===== config.mk =====
export PLATFORM = sky130hd
export DESIGN_NAME = half_adder
export DESIGN_NICKNAME = d
export VERILOG_FILES = /design/src/rtl/half_adder_pkg.sv /design/src/rtl/half_adder_cell.sv /design/src/rtl/half_adder.sv
export SDC_FILE = /design/constraint.sdc
export NUM_CORES = 1
export LEC_CHECK = 0
export ABC_AREA = 1
export ABC_CLOCK_PERIOD_IN_PS = 1550
export BUFFER_PORTS_ARGS = -buffer_cell sky130_fd_sc_hd__clkbuf_2
export CAP_MARGIN = 20
export CORE_AREA = 10 10 47 49
export DETAILED_ROUTE_END_ITERATION = 8
export DIE_AREA = 0 0 57 59
export GPL_TIMING_DRIVEN = 1
export PLACE_DENSITY = 0.71
export SETUP_SLACK_MARGIN = 0.5
export SLEW_MARGIN = 20
export SYNTH_ARGS = -nofsm -noshare
export SYNTH_HDL_FRONTEND = slang
export SYNTH_SLANG_ARGS = --single-unit

===== constraint.sdc =====
create_clock -name clk -period 1.55 [get_ports clk]
set_input_delay 0 -clock clk [delete_from_list [all_inputs] [get_ports clk]]
set_output_delay 0 -clock clk [all_outputs]
set_load 0.1 [all_outputs]

===== src/rtl/half_adder_pkg.sv =====
// half_adder_pkg: shared defaults, lane-result type and the per-lane add rule.
package half_adder_pkg;
    localparam int unsigned HA_WIDTH = 1;
    localparam int unsigned HA_CNT_W = 8;

    typedef struct packed {
        logic sum;
        logic c_out;
    } lane_res_t;

    function automatic lane_res_t add_bits(input logic a, input logic b);
        lane_res_t r;
        r.sum   = a ^ b;
        r.c_out = a & b;
        return r;
    endfunction
endpackage


===== src/rtl/half_adder_cell.sv =====
// half_adder_cell: one 1-bit half-adder lane.
module half_adder_cell
    import half_adder_pkg::*;
(
    input  logic      a,
    input  logic      b,
    output lane_res_t res
);
    assign res = add_bits(a, b);
endmodule


===== src/rtl/half_adder.sv =====
// half_adder: WIDTH independent half-adder lanes with combinational outputs,
// a registered copy and a saturating count of accepted carry cycles.
module half_adder
    import half_adder_pkg::*;
#(
    parameter int unsigned WIDTH = HA_WIDTH,
    parameter int unsigned CNT_W = HA_CNT_W
) (
    input  logic             clk,
    input  logic             rst_n,
    input  logic [WIDTH-1:0] a,
    input  logic [WIDTH-1:0] b,
    input  logic             in_valid,
    output logic [WIDTH-1:0] sum,
    output logic [WIDTH-1:0] c_out,
    output logic [WIDTH-1:0] sum_q,
    output logic [WIDTH-1:0] c_out_q,
    output logic             out_valid,
    output logic [CNT_W-1:0] carry_cnt
);
    localparam logic [CNT_W-1:0] CNT_MAX = '1;

    lane_res_t        w_res [WIDTH];
    logic [WIDTH-1:0] r_sum_q;
    logic [WIDTH-1:0] r_c_out_q;
    logic             r_out_valid;
    logic [CNT_W-1:0] r_carry_cnt;

    for (genvar i = 0; i < WIDTH; i++) begin : g_lane
        half_adder_cell u_cell (
            .a   (a[i]),
            .b   (b[i]),
            .res (w_res[i])
        );
        assign sum[i]   = w_res[i].sum;
        assign c_out[i] = w_res[i].c_out;
    end

    always_ff @(posedge clk or negedge rst_n) begin
        if (!rst_n) begin
            r_sum_q     <= '0;
            r_c_out_q   <= '0;
            r_out_valid <= 1'b0;
            r_carry_cnt <= '0;
        end else begin
            r_out_valid <= in_valid;
            if (in_valid) begin
                r_sum_q   <= sum;
                r_c_out_q <= c_out;
                // Counter sticks at its maximum instead of wrapping.
                if (|c_out && r_carry_cnt != CNT_MAX)
                    r_carry_cnt <= r_carry_cnt + 1'b1;
            end
        end
    end

    assign sum_q     = r_sum_q;
    assign c_out_q   = r_c_out_q;
    assign out_valid = r_out_valid;
    assign carry_cnt = r_carry_cnt;
endmodule


**Word level (Yosys, flattened, before mapping)**

Cells that the tools add are included.

- Register bits: 11
- Word-level logic and storage cells: 10
- Output and inout port bits: 13

- $add $sub $neg: 1
- Bitwise operators: 2
- Reduce and logical (&&, ||, !) cells: 2
- Equal/unequal tests: 1

Operators by type and width:

| kind | number |
|---|---|
| adder 8 x 1 -> 8 bit, second input constant | 1 |
| != test 8 bit, second input constant | 1 |
| AND reduction 2 bit | 1 |
| bitwise AND 1 bit | 1 |
| logical AND 1 bit | 1 |
| bitwise XOR 1 bit | 1 |

**Logic depth before layout (Yosys ltp)**

Gate-level depths: netlist (run 1).

- Word-level depth: 3
- Gate-level depth with buffers: 8

**Modules after synthesis**

A second synthesis (run 1) with hierarchy kept.

- Cells, all modules: 73
- Area total of the unflattened synthesis: 599.3 µm²

By module, submodules not included:

| module | instances | cells each | area each (µm²) | seq. area each (µm²) |
|---|---|---|---|---|
| half_adder | 1 | 72 | 586.8 | 275.3 |
| half_adder_cell | 1 | 1 | 12.5 | 0.0 |

**Worst setup path after synthesis (run 1)**

Ideal clock, no wire load.

- Path kind: flip-flop to flip-flop
- From: register r_carry_cnt[1], in the netlist carry_cnt[1]
- To: register r_carry_cnt[7], in the netlist carry_cnt[7]
- Clock period less this slack: 1.927 ns
- Arrival time: 1.807 ns
- Path slack: -0.377 ns
- Stages on the path, launching flop included: 9
- Library setup time: 0.120 ns
- Path through: dfrtp_1 -> ha_1 -> nand3_2 -> inv_2 -> nand2_4 -> nand2_8 -> inv_6 -> nand2_1 -> nand2_1

- Longest elaborated chain between the ends: 3

RTL lines:

| what | line | RTL |
|---|---|---|
| from (decl) | half_adder.sv:27 | `logic [CNT_W-1:0] r_carry_cnt;` |
| from (signal assigned) | half_adder.sv:52 | `r_carry_cnt <= r_carry_cnt + 1'b1;` |
| parallel branches: the longest is 3 deep, another holds adder 8 x 1 -> 8 bit | n/a |  |

Parallel ways; which one is timed is not known.
A chain may end at the register's enable or synchronous reset.

**Worst setup path after layout (run 1)**

Same ends and word-level chain as after synthesis.

==> implementation parameters, run 1 <==
Parameter                              Value

Layout
  Most common cell after layout, fill and taps aside ... sky130_fd_sc_hd__nand2_1
  Layout-stage area growth over the synthesis result ... 60.2%
  Nets ... 110
  Diode insertion count for antenna repair ... 0
  Most frequent cells in the layout ... sky130_fd_sc_hd__nand2_1 (27), sky130_fd_sc_hd__dfrtp_4 (7), sky130_fd_sc_hd__clkbuf_4 (7)
  Share of final-layout standard cells stronger than drive strength 1 ... 50.0%
  Total non-filler cell area in the finished layout ... 956 µm²

Pwr
  Switching part of the total ... 50.1%
  VDD IR max ... 1.03 mV
  Total power density per cell area ... 1520 mW/mm²
  Relative contribution of sequential cells to total power ... 31.2%
  P_int ... 724 µW
  Share of power burned in the clock network ... 13.9%
  PnR Total Power ... 1450 µW
  Leakage Power ... 0.000418 µW
  Combinational power share ... 54.9%
  Net Switching ... 726 µW

Synthesis
  Synthesized instance count ... 73
  Post-synthesis cell type count ... 17
  Syn Std Cell Area ... 597 µm²
  Average cell area after synthesis ... 8.18 µm²
  Syn Nets ... 80
  Count of yosys warnings during synthesis ... 0
  Post-synthesis register bit count ... 11
  Post-synthesis sequential area ratio ... 46.1%

Worst setup path
  Register-to-register setup slack ... 290 ps
  Critical Path Slowest Stage Cell ... sky130_fd_sc_hd__dfrtp_4
  Kind of cell with the highest combined delay on the critical path ... flip-flops
  Worst Path Max Fanout ... 6
  Delay contributed by the slowest stage of the critical path ... 500 ps
  CP Data Arrival Time ... 1460 ps
  CP Capture Type ... register
  Crit Path Class ... reg2reg
  Critical path startpoint category ... register
  Count of buffering cells on the critical path with inverters included ... 2
  Required time of the critical path ... 1750 ps
  Critical path, cell by cell ... ha_4, nand3_4, inv_4, nand2_8, nand2_8, inv_8, nand2_1, nand2_1

Route
  DRC violations left ... 0
  Initial DRC Count ... 10
  Mean number of vias per cell ... 4.94
  Overall via count from detail_route ... 583
  Antenna Nets Post-Route ... 0
  WL final ... 1.69 mm
  Number of search-and-repair iterations in the first detailed-routing pass ... 4
  Routed WL per cell ... 14.3 µm

Die
  Die Area ... 0.00336 mm²
  IO Pins ... 18
  Starting density of the core ... 42.6%
  Die width ... 57 µm
  Core Footprint ... 0.00140 mm²
  Die height ... 59 µm
  Site row count ... 14

STA
  Final-layout worst hold slack ... 117 ps
  Fin crit period ... 1260 ps
  Setup repair after global routing missed its margin ... true
  Final hold violation count ... 0
  Slack of the critical path ... 291 ps
  Setup total negative slack ... 0 ps
  Final slew viol count ... 0
  Relative slew slack ... 63.9%
  Slew at the pin with the worst max-slew slack ... 544 ps
  Final clock skew ... 6.86 ps
  Tcrit/Tclk final ... 81.2%
  Setup-violating endpoint count in the final report ... 0
  Maximum clock frequency ... 794 MHz

Clocking
  Clock-pin slew on the worst setup and hold paths ... 80 ps
  Clk sinks ... 11
  CTS max path bufs ... 2
  TritonCTS clock tree ... done
  Clock latency reported for the late side of the worst-skew pair ... 270 ps
  CTS root buf ... sky130_fd_sc_hd__clkbuf_4
  Depth of the CTS H-tree ... 1
  Number of buffers created by CTS ... 3

Global route
  Global routing met1 resource utilization ... 9.71%
  GRT met2 Usage ... 16.7%
  Via count of the first global-routing pass ... 582
  GR Util met3 ... 3.86%
  Initial antenna violation count ... 0
  Wire length of the first global-routing pass ... 2.58 mm
  Total congestion overflow ... 0
  Maximum number of pins on one net before global-route repair ... 12
  Total global routing track utilization ... 9.76%
  Layer with the highest usage after global routing ... met2

Place
  Place WS ... 305 ps
  Number of port buffers ... 17
  Final weighted congestion in routability-driven placement ... 0.830
  Cell area reported after detailed placement ... 752 µm²
  Half-perimeter wire length of the detailed placement result ... 1.07 mm

Run
  Count of maximum capacitance violations ... 0

Worst hold path
  Hold WC Path Type ... in2reg

Status
  Run status ... completed
==> tightest hold or removal path, cell delays in order <==
cell and delay, ps:
sky130_fd_sc_hd__clkbuf_2 80, sky130_fd_sc_hd__ha_2 140, sky130_fd_sc_hd__mux2_2 140
==> state kept, by name (all words and copies together), names as in the netlist <==
name       count
carry_cnt      8
c_out_q        1
out_valid      1
sum_q          1
==> cells in the mapped netlist <==
| cell type | number | area [µm²] |
|---|---|---|
| sky130_fd_sc_hd__inv_2 | 2 | 7.51 |
| sky130_fd_sc_hd__inv_6 | 1 | 8.76 |
| sky130_fd_sc_hd__nand2_8 | 1 | 20.0 |
| sky130_fd_sc_hd__nand4_1 | 1 | 6.26 |
| sky130_fd_sc_hd__nor2_1 | 4 | 15.0 |
| sky130_fd_sc_hd__nand2_1 | 31 | 116 |
| sky130_fd_sc_hd__nand3_2 | 1 | 10.0 |
| sky130_fd_sc_hd__mux2_2 | 1 | 11.3 |
| sky130_fd_sc_hd__o21ai_0 | 3 | 15.0 |
| sky130_fd_sc_hd__nor2_2 | 1 | 6.26 |
| sky130_fd_sc_hd__nand2_4 | 1 | 11.3 |
| sky130_fd_sc_hd__dfrtp_1 | 11 | 275 |
| sky130_fd_sc_hd__ha_1 | 2 | 25.0 |
| sky130_fd_sc_hd__xor2_1 | 1 | 8.76 |
| sky130_fd_sc_hd__inv_1 | 6 | 22.5 |
| sky130_fd_sc_hd__nand3_1 | 4 | 20.0 |
| sky130_fd_sc_hd__xnor2_1 | 2 | 17.5 |
==> layout make-up <==
class                      instances  area (µm²)
clock buffer                       4        26.3
fill                             118         445
inverter                           9        43.8
multi-input combinational         54         345
sequential                        11         305
tap                               16        20.0
timing repair buffer              24         215
==> kinds of logic after synthesis <==
| family | after synthesis | synth area share (%) |
|---|---|---|
| AND/OR/NAND/NOR | 44 | 34.4 |
| flip-flops | 11 | 46.1 |
| buffers and inverters | 9 | 6.50 |
| AO/OA/AOI/OAI | 3 | 2.51 |
| XOR/XNOR | 3 | 4.40 |
| adder cells (fa/ha/maj) | 2 | 4.19 |
| multiplexers | 1 | 1.89 |
==> through the flow <==
| step | util (%) | instances |
|---|---|---|
| floorplan | - | 73 |
| global placement | 53.7 | 106 |
| detailed placement | 53.7 | 106 |
| CTS | 64.8 | 117 |
| global route | 68.2 | 118 |
| finish | 68.2 | 118 |
==> worst paths after layout <==
| check | startpoint | end | cells after the start |
|---|---|---|---|
| max | carry_cnt[1] | carry_cnt[7] | 8 |
| min | b | sum_q | 3 |
| max reg2reg | carry_cnt[1] | carry_cnt[7] | 8 |
| min reg2reg | sum_q | sum_q | 1 |
| max in group asynchronous | rst_n | carry_cnt[1] | 2 |
| min in group asynchronous | rst_n | carry_cnt[4] | 2 |
==> power by group through the flow <==
stage	Combinational, µW	Sequential (µW)	Clock (µW)
2_1_floorplan	150	798	0
3_3_place_gp	598	445	0
3_5_place_dp	600	448	0
4_1_cts	738	442	201
5_1_grt	835	461	216
6_report	796	452	202
==> per-layer routing <==
layer / vias up / share of wire, %
li1: 286 / -
met1: 276 / 36
met2: 15 / 54
met3: 6 / 7.2
met4: 0 / 2.6
met5: - / 0
==> what timing repair did <==
action,in CTS,in global routing
pin swaps,1,4
gates cloned,0,1
buffers inserted,5,0
setup endpoints to repair,19,11
hold endpoints to repair,13,0
resized for setup,18,12
hold buffers,2,0
Note: power is estimated with default switching activity, not from simulation.
==> inputs of run 2 (changes only) <==
--- a/config.mk
+++ b/config.mk
@@ -6,7 +6,7 @@
 export NUM_CORES = 1
 export LEC_CHECK = 0
 export ABC_AREA = 1
-export ABC_CLOCK_PERIOD_IN_PS = 1550
+export ABC_CLOCK_PERIOD_IN_PS = 1300
 export BUFFER_PORTS_ARGS = -buffer_cell sky130_fd_sc_hd__clkbuf_2
 export CAP_MARGIN = 20
 export CORE_AREA = 10 10 47 49
==> constraint.sdc (replaced) <==
create_clock -name clk -period 1.3 [get_ports clk]
set_input_delay 0 -clock clk [delete_from_list [all_inputs] [get_ports clk]]
set_output_delay 0 -clock clk [all_outputs]
set_load 0.1 [all_outputs]
==> run 2 against run 1 <==
Against the previous run:
- combinational power up 28%
- design area up 15%
- utilization up 10 points
==> implementation parameters, run 2 (synthesis results as in run 1) <==
Parameter                              Value

Status
  Run status ... completed (unchanged)

Run
  Count of maximum capacitance violations ... 0 (unchanged)

Place
  # placed instances ... 106 (unchanged)
  Half-perimeter wire length of the detailed placement result ... 1.13 mm (was 1.07 mm)
  Final weighted congestion in routability-driven placement ... 0.782 (was 0.830)
  Number of port buffers ... 17 (unchanged)

Global route
  Maximum number of pins on one net before global-route repair ... 12 (unchanged)
  Via count of the first global-routing pass ... 574 (was 582)
  Total global routing track utilization ... 10.5% (was 9.76%)
  Total congestion overflow ... 0 (unchanged)
  Wire length of the first global-routing pass ... 2.71 mm (was 2.58 mm)
  Initial antenna violation count ... 0 (unchanged)

Worst setup path
  Critical path startpoint category ... register (unchanged)
  Worst Path Max Fanout ... 5 (was 6)
  CP Capture Type ... register (unchanged)
  Required time of the critical path ... 1470 ps (was 1750 ps)
  Delay contributed by the slowest stage of the critical path ... 490 ps (was 500 ps)
  Kind of cell with the highest combined delay on the critical path ... flip-flops (unchanged)
  Count of buffering cells on the critical path with inverters included ... 1 (was 2)
  CP Data Arrival Time ... 1420 ps (was 1460 ps)
  Critical path, cell by cell ... ha_4, nand3_4, inv_2, nand2_4, nand2_8, nand2_2, o21ai_1 (was ha_4, nand3_4, inv_4, nand2_8, nand2_8, inv_8, nand2_1, nand2_1)
  Reg2Reg Launch Point ... carry_cnt[1] (unchanged)
  Launching element of the worst setup path ... carry_cnt[1] (unchanged)
  Crit Path Class ... reg2reg (unchanged)
  Critical Path Slowest Stage Cell ... sky130_fd_sc_hd__dfrtp_4 (unchanged)

Clocking
  Number of buffers created by CTS ... 3 (unchanged)
  Clk sinks ... 11 (unchanged)
  Clock-pin slew on the worst setup and hold paths ... 70 ps (was 80 ps)
  CTS root buf ... sky130_fd_sc_hd__clkbuf_4 (unchanged)
  TritonCTS clock tree ... done (unchanged)
  CTS max path bufs ... 2 (unchanged)
  Clock latency reported for the late side of the worst-skew pair ... 280 ps (was 270 ps)
  Depth of the CTS H-tree ... 1 (unchanged)

Route
  Mean number of vias per cell ... 4.97 (was 4.94)
  Number of search-and-repair iterations in the first detailed-routing pass ... 4 (unchanged)
  WL final ... 1.77 mm (was 1.69 mm)
  Initial DRC Count ... 14 (was 10)
  Overall via count from detail_route ... 591 (was 583)
  Routed WL per cell ... 14.9 µm (was 14.3 µm)
  DRC violations left ... 0 (unchanged)
  Antenna Nets Post-Route ... 0 (unchanged)

Pwr
  Relative contribution of sequential cells to total power ... 30.4% (was 31.2%)
  VDD IR max ... 1.67 mV (was 1.03 mV)
  Total power density per cell area ... 1660 mW/mm² (was 1520 mW/mm²)
  Leakage Power ... 0.000500 µW (was 0.000418 µW)
  Switching part of the total ... 49.3% (was 50.1%)
  Share of power burned in the clock network ... 13.7% (was 13.9%)
  P_int ... 922 µW (was 724 µW)
  Combinational power share ... 55.8% (was 54.9%)
  PnR Total Power ... 1820 µW (was 1450 µW)
  Net Switching ... 897 µW (was 726 µW)

STA
  Final clock skew ... 0.958 ps (was 6.86 ps)
  Relative slew slack ... 64.0% (was 63.9%)
  Setup repair after global routing missed its margin ... true (unchanged)
  Final-layout worst hold slack ... 9.66 ps (was 117 ps)
  Final slew viol count ... 0 (unchanged)
  Tcrit/Tclk final ... 96.4% (was 81.2%)
  Setup-violating endpoint count in the final report ... 0 (unchanged)
  Maximum clock frequency ... 798 MHz (was 794 MHz)
  Slew at the pin with the worst max-slew slack ... 542 ps (was 544 ps)
  Fin crit period ... 1250 ps (was 1260 ps)
  Final hold violation count ... 0 (unchanged)

Layout
  Most frequent cells in the layout ... sky130_fd_sc_hd__nand2_1 (23), sky130_fd_sc_hd__dfrtp_4 (9), sky130_fd_sc_hd__nand2_2 (7) (was sky130_fd_sc_hd__nand2_1 (27), sky130_fd_sc_hd__dfrtp_4 (7), sky130_fd_sc_hd__clkbuf_4 (7))
  Layout-stage area growth over the synthesis result ... 84.1% (was 60.2%)
  Non-filler cells in the finished layout ... 119 (was 118)
  Post-layout util ... 78.4% (was 68.2%)
  Most common cell after layout, fill and taps aside ... sky130_fd_sc_hd__nand2_1 (unchanged)
  Nets ... 111 (was 110)
  Diode insertion count for antenna repair ... 0 (unchanged)
  Share of final-layout standard cells stronger than drive strength 1 ... 57.3% (was 50.0%)
  Number of flip-flops in the largest register ... 8 (unchanged)

Die
  IO Pins ... 18 (unchanged)
  Die width ... 57 µm (unchanged)
  Die height ... 59 µm (unchanged)
  Site row count ... 14 (unchanged)
  Die Area ... 0.00336 mm² (unchanged)
  Starting density of the core ... 42.6% (unchanged)
  Core Footprint ... 0.00140 mm² (unchanged)

Worst hold path
  Startpoint of the lowest-slack hold path ... in_valid (was b)
  Hold WC Path Type ... in2reg (unchanged)
[run 2: cell count changes in the layout (fill, tap and decap cells not counted), moves of 2 or more]
cell                        previous run  this run
sky130_fd_sc_hd__nand2_2               4         7
sky130_fd_sc_hd__inv_2                 1         3
sky130_fd_sc_hd__buf_4                 6         4
sky130_fd_sc_hd__clkbuf_8              4         0
sky130_fd_sc_hd__nand2_4               1         3
sky130_fd_sc_hd__clkbuf_16             0         4
sky130_fd_sc_hd__dfrtp_4               7         9
sky130_fd_sc_hd__nand2_1              27        23
sky130_fd_sc_hd__buf_6                 0         2
sky130_fd_sc_hd__buf_12                1         6
sky130_fd_sc_hd__o21ai_0               3         1
sky130_fd_sc_hd__clkbuf_4              7         4
[run 2: cell type report]
cell class,count,area (µm²)
multi-input cells,54,354
repair buffers,25,340
flip-flops and latches,11,312
fillers,90,303
inverters,9,46.3
clock buffers,4,26.3
well taps,16,20.0
[run 2: worst reg2reg max path, delay by kind of cell (launching register included)]
| family | cells | cell delay (ps) |
|---|---|---|
| compound gates | 1 | 70 |
| fa+ha+maj | 1 | 180 |
| buf+inv | 1 | 50 |
| simple gates | 4 | 350 |
| flops | 1 | 490 |
[run 2: per-stage QoR]
| step | area, µm² | TNS [ps] | setup slack [ps] |
|---|---|---|---|
| after floorplan | 653 | -674 | -100 |
| after global routing | 1100 | -0.816 | -0.816 |
| after CTS | 1040 | 0 | 63.6 |
| after detailed placement | 776 | 0 | 40.1 |
| after global placement | 776 | 0 | 79.1 |
| final | 1100 | 0 | 46.4 |
[run 2: path summary, 6_finish.rpt]
kind                                end  cells after the start  slack (ps)
setup / recovery           carry_cnt[2]                      7          50
hold / removal                    sum_q                      2          10
setup reg to reg           carry_cnt[2]                      7          50
hold reg to reg            carry_cnt[7]                      2         580
max in group asynchronous  carry_cnt[0]                      2         920
min in group asynchronous  carry_cnt[5]                      2         130
[run 2: metal layers]
metal  wire, µm  share of wire [%]  vias to the layer above  track usage, %
met5          0                  0                        -               0
met4         87                4.9                        0            9.40
met3        112                6.3                        7            3.86
met2        899                 51                       18            16.9
met1        676                 38                      277            10.4
li1           -                  -                      289               -
[run 2: power by group through the flow]
stage | sequential [µW] | combinational [µW] | clock [µW]
6_report | 554 | 1020 | 250
5_1_grt | 564 | 1060 | 271
4_1_cts | 537 | 962 | 244
3_5_place_dp | 542 | 746 | 0
3_3_place_gp | 535 | 743 | 0
2_1_floorplan | 957 | 179 | 0
[run 2: timing repair]
| action | CTS | global route |
|---|---|---|
| pin swaps | 4 | 8 |
| resized for setup | 35 | 16 |
| cloned | 1 | 0 |
| hold endpoints to repair | 13 | 0 |
| setup endpoints to repair | 21 | 21 |
| buffers inserted | 5 | 1 |
| hold buffers | 2 | 0 |
